## src/rtl/uart_pkg.sv

```systemverilog
// Shared UART constants and the receiver state type.
package uart_pkg;

  // Clocks per bit and per half bit at the system clock / baud ratio in use.
  localparam logic [11:0] BIT_TIME = 12'hA2C;  // 2604
  localparam logic [11:0] HALF_BIT = 12'h516;  // 1302

  // The transmitter's baud divider is the same bit period.
  localparam logic [11:0] TX_BAUD_DIV = BIT_TIME;

  // Receiver states; exposed as uart_rx.state for probing.
  typedef enum logic {
    RX_IDLE    = 1'b0,
    RX_RECEIVE = 1'b1
  } rx_state_t;

endpackage

```

## src/rtl/uart_sync2.sv

```systemverilog
// Two-flop synchronizer for an asynchronous, idle-high line.
// Both flops preset to 1 so reset never looks like a line-low event.
module uart_sync2 (
  input  logic clk,
  input  logic rst_n,
  input  logic async_in,
  output logic sync_out
);

  logic [1:0] sync_ff;

  // Shift the raw line through two flops; first stage may go metastable.
  always_ff @(posedge clk or negedge rst_n) begin
    if (!rst_n) sync_ff <= 2'b11;
    else        sync_ff <= {sync_ff[0], async_in};
  end

  assign sync_out = sync_ff[1];

endmodule

```

## src/rtl/uart_rx.sv

```systemverilog
// UART receiver: 8N1, LSB first, start detect on a synchronized falling edge,
// every bit sampled at its centre.
// Optional stop-bit checking (frm_err port) is built when the macro
// UART_RX_FRAME_ERR_EN is defined; otherwise the stop bit is ignored.
//
// Handshake: rdy is the valid flag for rx_data. It rises one clk after the
// stop bit is sampled and stays high until the consumer pulses clr_rdy or a
// new start bit is detected. If setting and clearing land in the same clk,
// the set wins. rx_data holds steady while rdy is high; a byte that completes
// while rdy is still high simply overwrites rx_data.
module uart_rx
  import uart_pkg::*;
#(
  parameter logic [11:0] BIT_CLKS  = BIT_TIME,
  parameter logic [11:0] HALF_CLKS = HALF_BIT
) (
  input  logic       clk,
  input  logic       rst_n,
  input  logic       RX,
  input  logic       clr_rdy,
  output logic [7:0] rx_data,
  output logic       rdy
`ifdef UART_RX_FRAME_ERR_EN
  ,
  output logic       frm_err
`endif
);

  rx_state_t   state;
  logic        rx_sync;
  logic        rx_prev;
  logic [1:0]  warm_cnt;
  logic [11:0] baud_cnt;
  logic [3:0]  bit_cnt;
  logic [8:0]  shift_reg;
  logic        done;
  logic        start_det;

  uart_sync2 u_sync (
    .clk      (clk),
    .rst_n    (rst_n),
    .async_in (RX),
    .sync_out (rx_sync)
  );

  // Previous-sample flop for edge detection. It is held at 0 until the
  // synchronizer has flushed its preset 1s, so a line that is already low when
  // reset releases never produces an edge; only a real 1 -> 0 transition does.
  always_ff @(posedge clk or negedge rst_n) begin
    if (!rst_n) begin
      warm_cnt <= 2'd0;
      rx_prev  <= 1'b0;
    end else begin
      if (warm_cnt != 2'd2) warm_cnt <= warm_cnt + 2'd1;
      rx_prev <= (warm_cnt == 2'd2) ? rx_sync : 1'b0;
    end
  end

  assign start_det = (state == RX_IDLE) && rx_prev && !rx_sync;

  // Receive FSM: half-bit wait to the start-bit centre, then one sample per
  // bit. The zero cycle of baud_cnt counts as one clk, so reloading with
  // BIT_CLKS-1 keeps the sample spacing at exactly BIT_CLKS.
  always_ff @(posedge clk or negedge rst_n) begin
    if (!rst_n) begin
      state     <= RX_IDLE;
      baud_cnt  <= 12'd0;
      bit_cnt   <= 4'd0;
      shift_reg <= 9'h1FF;
      done      <= 1'b0;
    end else begin
      done <= 1'b0;
      case (state)
        RX_IDLE: begin
          if (start_det) begin
            state    <= RX_RECEIVE;
            baud_cnt <= HALF_CLKS;
            bit_cnt  <= 4'd0;
          end
        end
        RX_RECEIVE: begin
          if (baud_cnt == 12'd0) begin
            baud_cnt <= BIT_CLKS - 12'd1;
            if ((bit_cnt == 4'd0) && rx_sync) begin
              // Start bit gone by its centre: glitch, drop it untouched.
              state <= RX_IDLE;
            end else begin
              shift_reg <= {rx_sync, shift_reg[8:1]};
              bit_cnt   <= bit_cnt + 4'd1;
              if (bit_cnt == 4'd9) begin
                state <= RX_IDLE;
                done  <= 1'b1;
              end
            end
          end else begin
            baud_cnt <= baud_cnt - 12'd1;
          end
        end
        default: state <= RX_IDLE;
      endcase
    end
  end

  // Byte-available flag; completion takes priority over any clear.
  always_ff @(posedge clk or negedge rst_n) begin
    if (!rst_n)                      rdy <= 1'b0;
    else if (done)                   rdy <= 1'b1;
    else if (clr_rdy || start_det)   rdy <= 1'b0;
  end

`ifdef UART_RX_FRAME_ERR_EN
  // Stop-bit error flag, set and cleared alongside rdy.
  always_ff @(posedge clk or negedge rst_n) begin
    if (!rst_n)                      frm_err <= 1'b0;
    else if (done)                   frm_err <= ~shift_reg[8];
    else if (clr_rdy || start_det)   frm_err <= 1'b0;
  end
`endif

  assign rx_data = shift_reg[7:0];

endmodule

```

## config.mk

```make
export PLATFORM = sky130hd
export DESIGN_NAME = uart_rx
export DESIGN_NICKNAME = d
export VERILOG_FILES = /design/src/rtl/uart_pkg.sv /design/src/rtl/uart_sync2.sv /design/src/rtl/uart_rx.sv
export SDC_FILE = /design/constraint.sdc
export NUM_CORES = 1
export LEC_CHECK = 0
export CAP_MARGIN = 15
export CORE_MARGIN = 4
export CORE_UTILIZATION = 51
export DETAILED_ROUTE_END_ITERATION = 10
export PLACE_DENSITY_LB_ADDON = 0.25
export SKIP_CTS_REPAIR_TIMING = 1
export SLEW_MARGIN = 10
export SYNTH_ARGS = -nofsm -noshare
export SYNTH_HDL_FRONTEND = slang
export SYNTH_HIERARCHICAL = 1
export SYNTH_SLANG_ARGS = --single-unit
```

## constraint.sdc

```tcl
create_clock -name clk -period 1.91 [get_ports clk]
set_clock_uncertainty 0.1 [all_clocks]
set_input_delay 0.382 -clock clk [delete_from_list [all_inputs] [get_ports clk]]
set_output_delay 0.382 -clock clk [all_outputs]
set_load 0.02 [all_outputs]
```

==> results of run 1 <==
[layer usage]
| metal | track usage | vias up | part of all wire |
|---|---|---|---|
| li1 | - | 549 | - |
| met1 | 0.220 | 576 | 0.44 |
| met2 | 0.259 | 21 | 0.49 |
| met3 | 0.0615 | 7 | 0.051 |
| met4 | 0.0544 | 0 | 0.018 |
| met5 | 0 | - | 0 |
[cell type report]
type,count,area (µm²),share of cell area
Sequential cell,33,840,0.433
Multi-Input combinational cell,92,738,0.381
Timing Repair Buffer,21,220,0.114
Tap cell,44,55.1,0.0284
Clock buffer,5,37.5,0.0194
Inverter,8,30.0,0.0155
Clock inverter,3,17.5,0.00904
[cells in the final DEF, fill, tap and decap left out, drive strengths merged, types with 3 or more instances in the layout]
| cell | synthesis | layout |
|---|---|---|
| o21ai | 4 | 4 |
| clkbuf | 3 | 5 |
| dfstp | 11 | 11 |
| and2 | 3 | 3 |
| o211ai | 4 | 4 |
| nor2 | 6 | 6 |
| xnor2 | 3 | 3 |
| mux2 | 10 | 10 |
| nor4 | 3 | 3 |
| dfrtp | 22 | 22 |
| buf | 10 | 9 |
| nand2 | 10 | 10 |
| inv | 8 | 8 |
| clkdlybuf4s50 | 0 | 4 |
| dlymetal6s2s | 0 | 8 |
| ha | 6 | 6 |
| nand3 | 11 | 11 |
[cell families (layout without fill, tap and decap cells)]
| group | after synthesis | in the layout | synth area share |
|---|---|---|---|
| AND/OR/NAND/NOR | 47 | 47 | 0.172 |
| flip-flops | 33 | 33 | 0.497 |
| AO/OA/AOI/OAI | 25 | 25 | 0.109 |
| buffers and inverters | 21 | 37 | 0.0748 |
| multiplexers | 11 | 11 | 0.0881 |
| adder cells (fa/ha/maj) | 6 | 6 | 0.0444 |
| XOR/XNOR | 3 | 3 | 0.0155 |
[metrics by stage]
stage | TNS [ps] | hold slack [ps]
floorplan | 0 | -13.6
global placement | 0 | 252
detailed placement | 0 | 249
CTS | -728 | 267
global route | -34.2 | 272
finish | 0 | 264
[worst max-delay path: cells and delay by family (launching register included)]
family	cells	cell delay [ps]
flops	1	400
buf+inv	2	260
compound gates	1	140
mux	1	280
simple gates	2	380
fa+ha+maj	1	140
[worst max path at each step]
stage,from,to,slack [ps],depth (start not counted)
6_report,baud_cnt[1],bit_cnt[0],110,7
3_5_place_dp,baud_cnt[1],shift_reg[0],70,7
5_1_grt,baud_cnt[0],bit_cnt[0],-20,7
3_3_place_gp,baud_cnt[1],shift_reg[1],120,7
4_1_cts,shift_reg[2],rx_data[2],-100,1
2_1_floorplan,baud_cnt[0],shift_reg[2],110,7
[power by group through the flow]
stage          Clock, mW  Sequential (mW)  Combinational [mW]
2_1_floorplan          0            0.998               0.393
3_3_place_gp           0             1.01               0.541
3_5_place_dp           0             1.02               0.570
4_1_cts            0.394             1.01               0.572
5_1_grt            0.421             1.05               0.651
6_report           0.376             1.02               0.582
==> results_dict.tcl, run 1 <==
set metrics [dict create \
    final_antenna_net_count 0 \
    min_delay_worst_endpoint "u_sync/sync_ff[1]" \
    worst_slack_ps 113 \
    routed_wirelength_mm 3.16 \
    power.internal_mw 1.28 \
    detailedRoute.firstPassIterationCount 4 \
    final_layout_size_suffix_gt1_frac 0.309 \
    critical_path.reg2reg.endpoint "bit_cnt[0]" \
    fin_nets 171 \
    initial_utilization 0.545 \
    fmax_ghz 0.557 \
    route.vias.total 1153 \
    antenna_found_initial 0 \
    layout_min_cycle_time_ps 1800 \
    timing_hold_violations_final 0 \
    total_power_mw 1.98 \
    synth_flop_cell "dfrtp_1" \
    synth.yosys.warnings 6 \
    seqPwrFrac 0.517 \
    cts_tree "built" \
    async_reset_ff_frac 1.00 \
    status "completed" \
    setup.worst_path.end_class "flip-flop" \
    via_per_inst 5.60 \
    static-leakage-power_nw 0.936 \
    filler_cell_count 253 \
    largest_net_degree_at_the_start_of_global_routing 34 \
    hold_path_depth 0 \
    std_cell_rows 20 \
    period_share 0.941 \
    clockPowerShare 0.189 \
    detailedPlacementHpwl_mm 2.23 \
    first_iter_violations 71 \
    die-area_um2 4300 \
    n_antenna_cell 0 \
    routed_wirelength_normalized_by_instance_count_um 15.3 \
    io_buffers 12 \
    cp_cell_sequence "inv_2 > ha_1 > nor4b_4 > nand3_2 > buf_4 > o2bb2ai_1 > mux2_2" \
    p_per_area_nw_per_um2 1020 \
    total_track_usage 0.168 \
    synthesis.nets 156 \
    post_synth_num_cell_types 47 \
    hold_path.class "flip-flop to flip-flop" \
    grt_first_pass_wirelength_mm 5.44 \
    finish.utilization 0.625 \
    synth.top_cell.area_share 0.326 \
    finalMaxSlewViolations 0 \
    timing.max_slew.rel_slack 0.675 \
    tightest_slew_ps 486 \
    worstPathMaxFanout 5 \
    vias_in_the_first_global_route 1142 \
    dp.cells 198 \
    dominant_cell_by_count_in_the_synthesized_netlist "dfrtp_1" \
    power.share.switching 0.356 \
    cts-buffers-inserted 5 \
    routabilityCongestion 0.798 \
    worstRegToRegCells 7 \
    largest_register_ffs 12 \
    netlist_instances 146 \
    cp_slowest_cell "dfrtp_1" \
    maxCapViolations 0 \
    insertion_delay_ps 340 \
    total_switching_power_mw 0.705 \
    pre_cts_ws_ps 67.2 \
    timing.critical_path.arrival_ps 1920 \
    fp.dieW_um 65.6 \
    synth_top_cells_by_count "dfrtp_1, dfstp_2, nand2_1, nand3_1" \
    detail_route.drc_violations 0 \
    cts.clk_slew.worst_paths_ps 100 \
    fp.dieH_um 65.6 \
    max_stage_delay_ps 400 \
    netlist.top_cell.by_area "dfrtp_1" \
    ios 13 \
    data_required_critical_path_ps 2040 \
    synth_edf_count 0 \
    seq_area_frac_synth 0.497 \
    tritoncts_num_sinks 33 \
    placed_area_um2 1850 \
    timing.hold.worst.start "u_sync/sync_ff[0]" \
    post-route-cell-area_um2 1940 \
    critical_path.reg2reg.startpoint "baud_cnt[1]" \
    path_class "flip-flop to flip-flop" \
    reg2reg_setup_slack_ps 110 \
    cp-start-kind "flip-flop" \
    synth.top_cells.by_area "dfrtp_1, dfstp_2, mux2_4" \
    postSynthRegisterBits 33 \
    htree_levels 2 \
    clk_tree_root_cell "clkbuf_4" \
    cts_max_path_buffers 2 \
    syn2layout_area_growth_pct 14.7 \
    combinationalPowerShare 0.294 \
    setup_viol_count_final 0 \
    finish.cell_count_without_fillers 206 \
    placeableCoreArea_um2 3100 \
    vdd_drop_max_mv 0.479 \
    cell_area_after_synthesis_um2 1690 \
    syn_avg_cell_area_um2 11.6 \
    globalRouteOverflowTotal 0 \
]
Power figures use the tool's default switching activity.
==> run 2: changes to the inputs <==
==> constraint.sdc (replaced) <==
create_clock -name clk -period 1.6 [get_ports clk]
set_clock_uncertainty 0.1 [all_clocks]
set_input_delay 0.32 -clock clk [delete_from_list [all_inputs] [get_ports clk]]
set_output_delay 0.32 -clock clk [all_outputs]
set_load 0.02 [all_outputs]
==> results_dict.tcl, run 2 (same netlist as run 1, synthesis figures left out) <==
set metrics [dict create \
    status "complete, but fails checks" \
    failed_checks "setup timing" \
    rsz_0062_raised_after_global_routing "yes" \
    io_buffers 12 \
    syn2layout_area_growth_pct 34.9 \
    critical_path.reg2reg.endpoint "bit_cnt[3]" \
    n_antenna_cell 0 \
    grt_first_pass_wirelength_mm 5.62 \
    tightest_slew_ps 497 \
    ios 13 \
    mostFrequentLayoutCell "buf_4" \
    cts-buffers-inserted 5 \
    final_antenna_net_count 0 \
    setup.worst_path.end_class "flip-flop" \
    initial_utilization 0.545 \
    maxCapViolations 0 \
    total_power_mw 3.10 \
    worstPathMaxFanout 5 \
    detailedRoute.firstPassIterationCount 4 \
    route.vias.total 1267 \
    routabilityCongestion 0.834 \
    antenna_found_initial 0 \
    largest_register_ffs 12 \
    htree_levels 2 \
    layout_min_cycle_time_ps 1760 \
    hold_path.class "input port to async pin" \
    setup_viol_count_final 19 \
    via_per_inst 5.56 \
    cts_max_path_buffers 2 \
    cp-start-kind "flip-flop" \
    period_share 1.10 \
    routed_wirelength_normalized_by_instance_count_um 15.5 \
    path_class "flip-flop to flip-flop" \
    tritoncts_num_sinks 33 \
    layout.area.seq_um2 841 \
    critical_path.reg2reg.startpoint "baud_cnt[0]" \
    fp.dieW_um 65.6 \
    worstRegToRegCells 7 \
    finalMaxSlewViolations 0 \
    clk_tree_root_cell "clkbuf_4" \
    fin_nets 193 \
    vdd_drop_max_mv 1.01 \
    die-area_um2 4300 \
    placeableCoreArea_um2 3100 \
    static-leakage-power_nw 1.12 \
    filler_cell_count 222 \
    vias_in_the_first_global_route 1251 \
    fmax_ghz 0.567 \
    multi_input_area_um2 847 \
    globalRouteOverflowTotal 0 \
    final_cell_mix "buf_4, dfrtp_1, dfstp_2, nand3_1, mux2_4" \
    worst_slack_ps -164 \
    routed_wirelength_mm 3.54 \
    timing_hold_violations_final 0 \
    worst_hold_slack_ps 227 \
    std_cell_rows 20 \
    data_required_critical_path_ps 1760 \
    timing.critical_path.arrival_ps 1920 \
    timing.max_slew.rel_slack 0.668 \
    total_track_usage 0.171 \
    insertion_delay_ps 340 \
    first_iter_violations 32 \
    fp.dieH_um 65.6 \
    reg2reg_setup_slack_ps -160 \
    detailedPlacementHpwl_mm 2.41 \
    p_per_area_nw_per_um2 1360 \
    largest_net_degree_at_the_start_of_global_routing 34 \
    final.setup.tns_ps -2110 \
    detail_route.drc_violations 0 \
    final_layout_size_suffix_gt1_frac 0.462 \
    cts.clk_slew.worst_paths_ps 110 \
    cts_tree "built" \
]
-- run 2: worst max-delay path, stage by stage, from the launching register on --
cell     delay [ps]
dfrtp_1         400
inv_2            90
ha_4            120
nor4b_4         220
nand3_2         150
buf_6           180
nor3_4          180
mux2i_1         260
-- run 2: area by class of cell --
type                    instances  share of cell area
well taps                      44              0.0241
clock inverters                 3              0.0285
inverters                       8              0.0132
clock buffers                   5              0.0165
multi-input cells              92               0.372
flip-flops and latches         33               0.369
repair buffers                 43               0.177
-- run 2: worst max path at each step --
stage / from / to / slack, ps / depth (start not counted)
5_1_grt: baud_cnt[0] / bit_cnt[3] / -250 / 7
6_report: baud_cnt[0] / bit_cnt[3] / -160 / 7
4_1_cts: shift_reg[6] / rx_data[6] / -330 / 1
3_5_place_dp: baud_cnt[1] / bit_cnt[3] / -150 / 7
2_1_floorplan: baud_cnt[0] / shift_reg[2] / -120 / 7
3_3_place_gp: baud_cnt[1] / bit_cnt[0] / -100 / 7
-- run 2: metal layers --
layer,global-route usage,up-vias,part of all wire
met4,0.0596,0,0.016
met5,0,-,0
met1,0.219,634,0.46
met3,0.0667,9,0.040
met2,0.263,29,0.49
li1,-,595,-
-- run 2: power by group --
group	total (mW)	internal, mW	switching, mW	leakage, nW
registers	1.19	1.01	0.179	0.385
clock network	0.777	0.484	0.293	0.0552
logic	1.14	0.613	0.525	0.677
-- run 2: metrics by stage --
stage                      util  area (µm²)  setup WS [ps]  cells
after detailed placement  0.657        2040           -152    217
after CTS                 0.690        2140           -334    225
after global placement    0.657        2040           -101    217
after floorplan               -        1720           -119    146
after global routing      0.735        2280           -251    228
final                     0.735        2280           -164    228
==> run 3: changes to the inputs <==
--- a/config.mk
+++ b/config.mk
@@ -10,6 +10,7 @@
 export CORE_UTILIZATION = 51
 export DETAILED_ROUTE_END_ITERATION = 10
 export PLACE_DENSITY_LB_ADDON = 0.25
+export RECOVER_POWER = 50
 export SKIP_CTS_REPAIR_TIMING = 1
 export SLEW_MARGIN = 10
 export SYNTH_ARGS = -nofsm -noshare
==> results_dict.tcl, run 3 (same netlist as run 1, synthesis figures left out) <==
set metrics [dict create \
    status "complete, but fails checks" \
    failed_checks "setup timing" \
    vdd_drop_max_mv 1.01 \
    final_antenna_net_count 0 \
    routabilityCongestion 0.834 \
    total_track_usage 0.171 \
    detailedRoute.firstPassIterationCount 4 \
    seqPwrFrac 0.384 \
    data_required_critical_path_ps 1750 \
    layout_min_cycle_time_ps 1770 \
    fin_nets 193 \
    worstPathMaxFanout 5 \
    routed_wirelength_mm 3.51 \
    combinationalPowerShare 0.366 \
    initial_utilization 0.545 \
    final_cell_mix "buf_4, dfrtp_1, dfstp_2, nand3_1, mux2_4" \
    insertion_delay_ps 340 \
    rsz_0062_raised_after_global_routing "yes" \
    std_cell_rows 20 \
    ios 13 \
    vias_in_the_first_global_route 1251 \
    mostFrequentLayoutCell "buf_4" \
    cts_max_path_buffers 2 \
    syn2layout_area_growth_pct 34.0 \
    tightest_slew_ps 792 \
    post-route-cell-area_um2 2260 \
    detail_route.drc_violations 0 \
    setup.worst_path.end_class "flip-flop" \
    die-area_um2 4300 \
    finalMaxSlewViolations 0 \
    cts-buffers-inserted 5 \
    p_per_area_nw_per_um2 1370 \
    maxCapViolations 0 \
    n_antenna_cell 0 \
    largest_net_degree_at_the_start_of_global_routing 34 \
    static-leakage-power_nw 1.11 \
    cp-start-kind "flip-flop" \
    grt_first_pass_wirelength_mm 5.62 \
    cts_tree "built" \
    htree_levels 2 \
    filler_cell_count 224 \
    total_switching_power_mw 0.995 \
    detailedPlacementHpwl_mm 2.41 \
    io_buffers 12 \
    power.share.switching 0.321 \
    cts.clk_slew.worst_paths_ps 110 \
    largest_register_ffs 12 \
    fp.dieW_um 65.6 \
    fmax_ghz 0.567 \
    path_class "flip-flop to flip-flop" \
    setup_viol_count_final 20 \
    route.vias.total 1255 \
    first_iter_violations 31 \
    globalRouteOverflowTotal 0 \
    power.internal_mw 2.10 \
    period_share 1.10 \
    fp.dieH_um 65.6 \
    hold_path.class "flip-flop to flip-flop" \
    total_power_mw 3.10 \
    worst_slack_ps -165 \
    placeableCoreArea_um2 3100 \
    timing.max_slew.rel_slack 0.472 \
    tritoncts_num_sinks 33 \
    antenna_found_initial 0 \
    clockPowerShare 0.250 \
    placed_area_um2 2040 \
    routed_wirelength_normalized_by_instance_count_um 15.4 \
    final_layout_size_suffix_gt1_frac 0.462 \
    timing_hold_violations_final 0 \
    clk_tree_root_cell "clkbuf_4" \
    via_per_inst 5.50 \
    timing.critical_path.arrival_ps 1920 \
]
-- run 3: area by class of cell --
type	instances	area, µm²	share of cell area
flip-flops and latches	33	841	0.371
inverters	8	30.0	0.0133
well taps	44	55.1	0.0243
clock buffers	5	37.5	0.0166
clock inverters	3	65.1	0.0287
multi-input cells	92	847	0.374
repair buffers	43	389	0.172
-- run 3: metrics by stage --
stage | cells | setup slack (ps) | hold WS, ps | TNS [ps] | util
after floorplan | 146 | -119 | -75.6 | -899 | -
after global placement | 217 | -101 | 247 | -1190 | 0.657
after detailed placement | 217 | -152 | 249 | -1880 | 0.657
after CTS | 225 | -334 | 230 | -4940 | 0.690
after global routing | 228 | -251 | 270 | -3670 | 0.730
final | 228 | -165 | 261 | -2120 | 0.730
-- run 3: path summary, 6_finish.rpt --
kind / from / slack [ps] / endpoint / cells after the start
worst min register to register: u_sync/sync_ff[0] / 260 / u_sync/sync_ff[1] / 0
worst min-delay path: u_sync/sync_ff[0] / 260 / u_sync/sync_ff[1] / 0
max in group asynchronous: rst_n / 360 / baud_cnt[3] / 2
min in group asynchronous: rst_n / 480 / baud_cnt[11] / 2
worst max-delay path: baud_cnt[0] / -170 / bit_cnt[3] / 7
worst max register to register: baud_cnt[0] / -170 / bit_cnt[3] / 7
-- run 3: power groups by stage --
stage	Clock, mW	Sequential (mW)	Combinational [mW]
3_3_place_gp	0	1.19	0.968
3_5_place_dp	0	1.20	1.02
4_1_cts	0.791	1.18	1.02
5_1_grt	0.823	1.21	1.23
2_1_floorplan	0	1.23	0.512
6_report	0.775	1.19	1.13
-- run 3: worst max-delay path, stage by stage, from the launching register on --
cell and delay (ps):
dfrtp_1 400, inv_2 90, ha_4 120, nor4b_4 220, nand3_2 150, buf_6 180
nor3_4 170, mux2i_1 260
-- run 3: per-layer routing --
layer	wire length, µm	global-route usage
met1	1590	0.219
met2	1720	0.263
met3	148	0.0667
met4	53	0.0596
met5	0	0
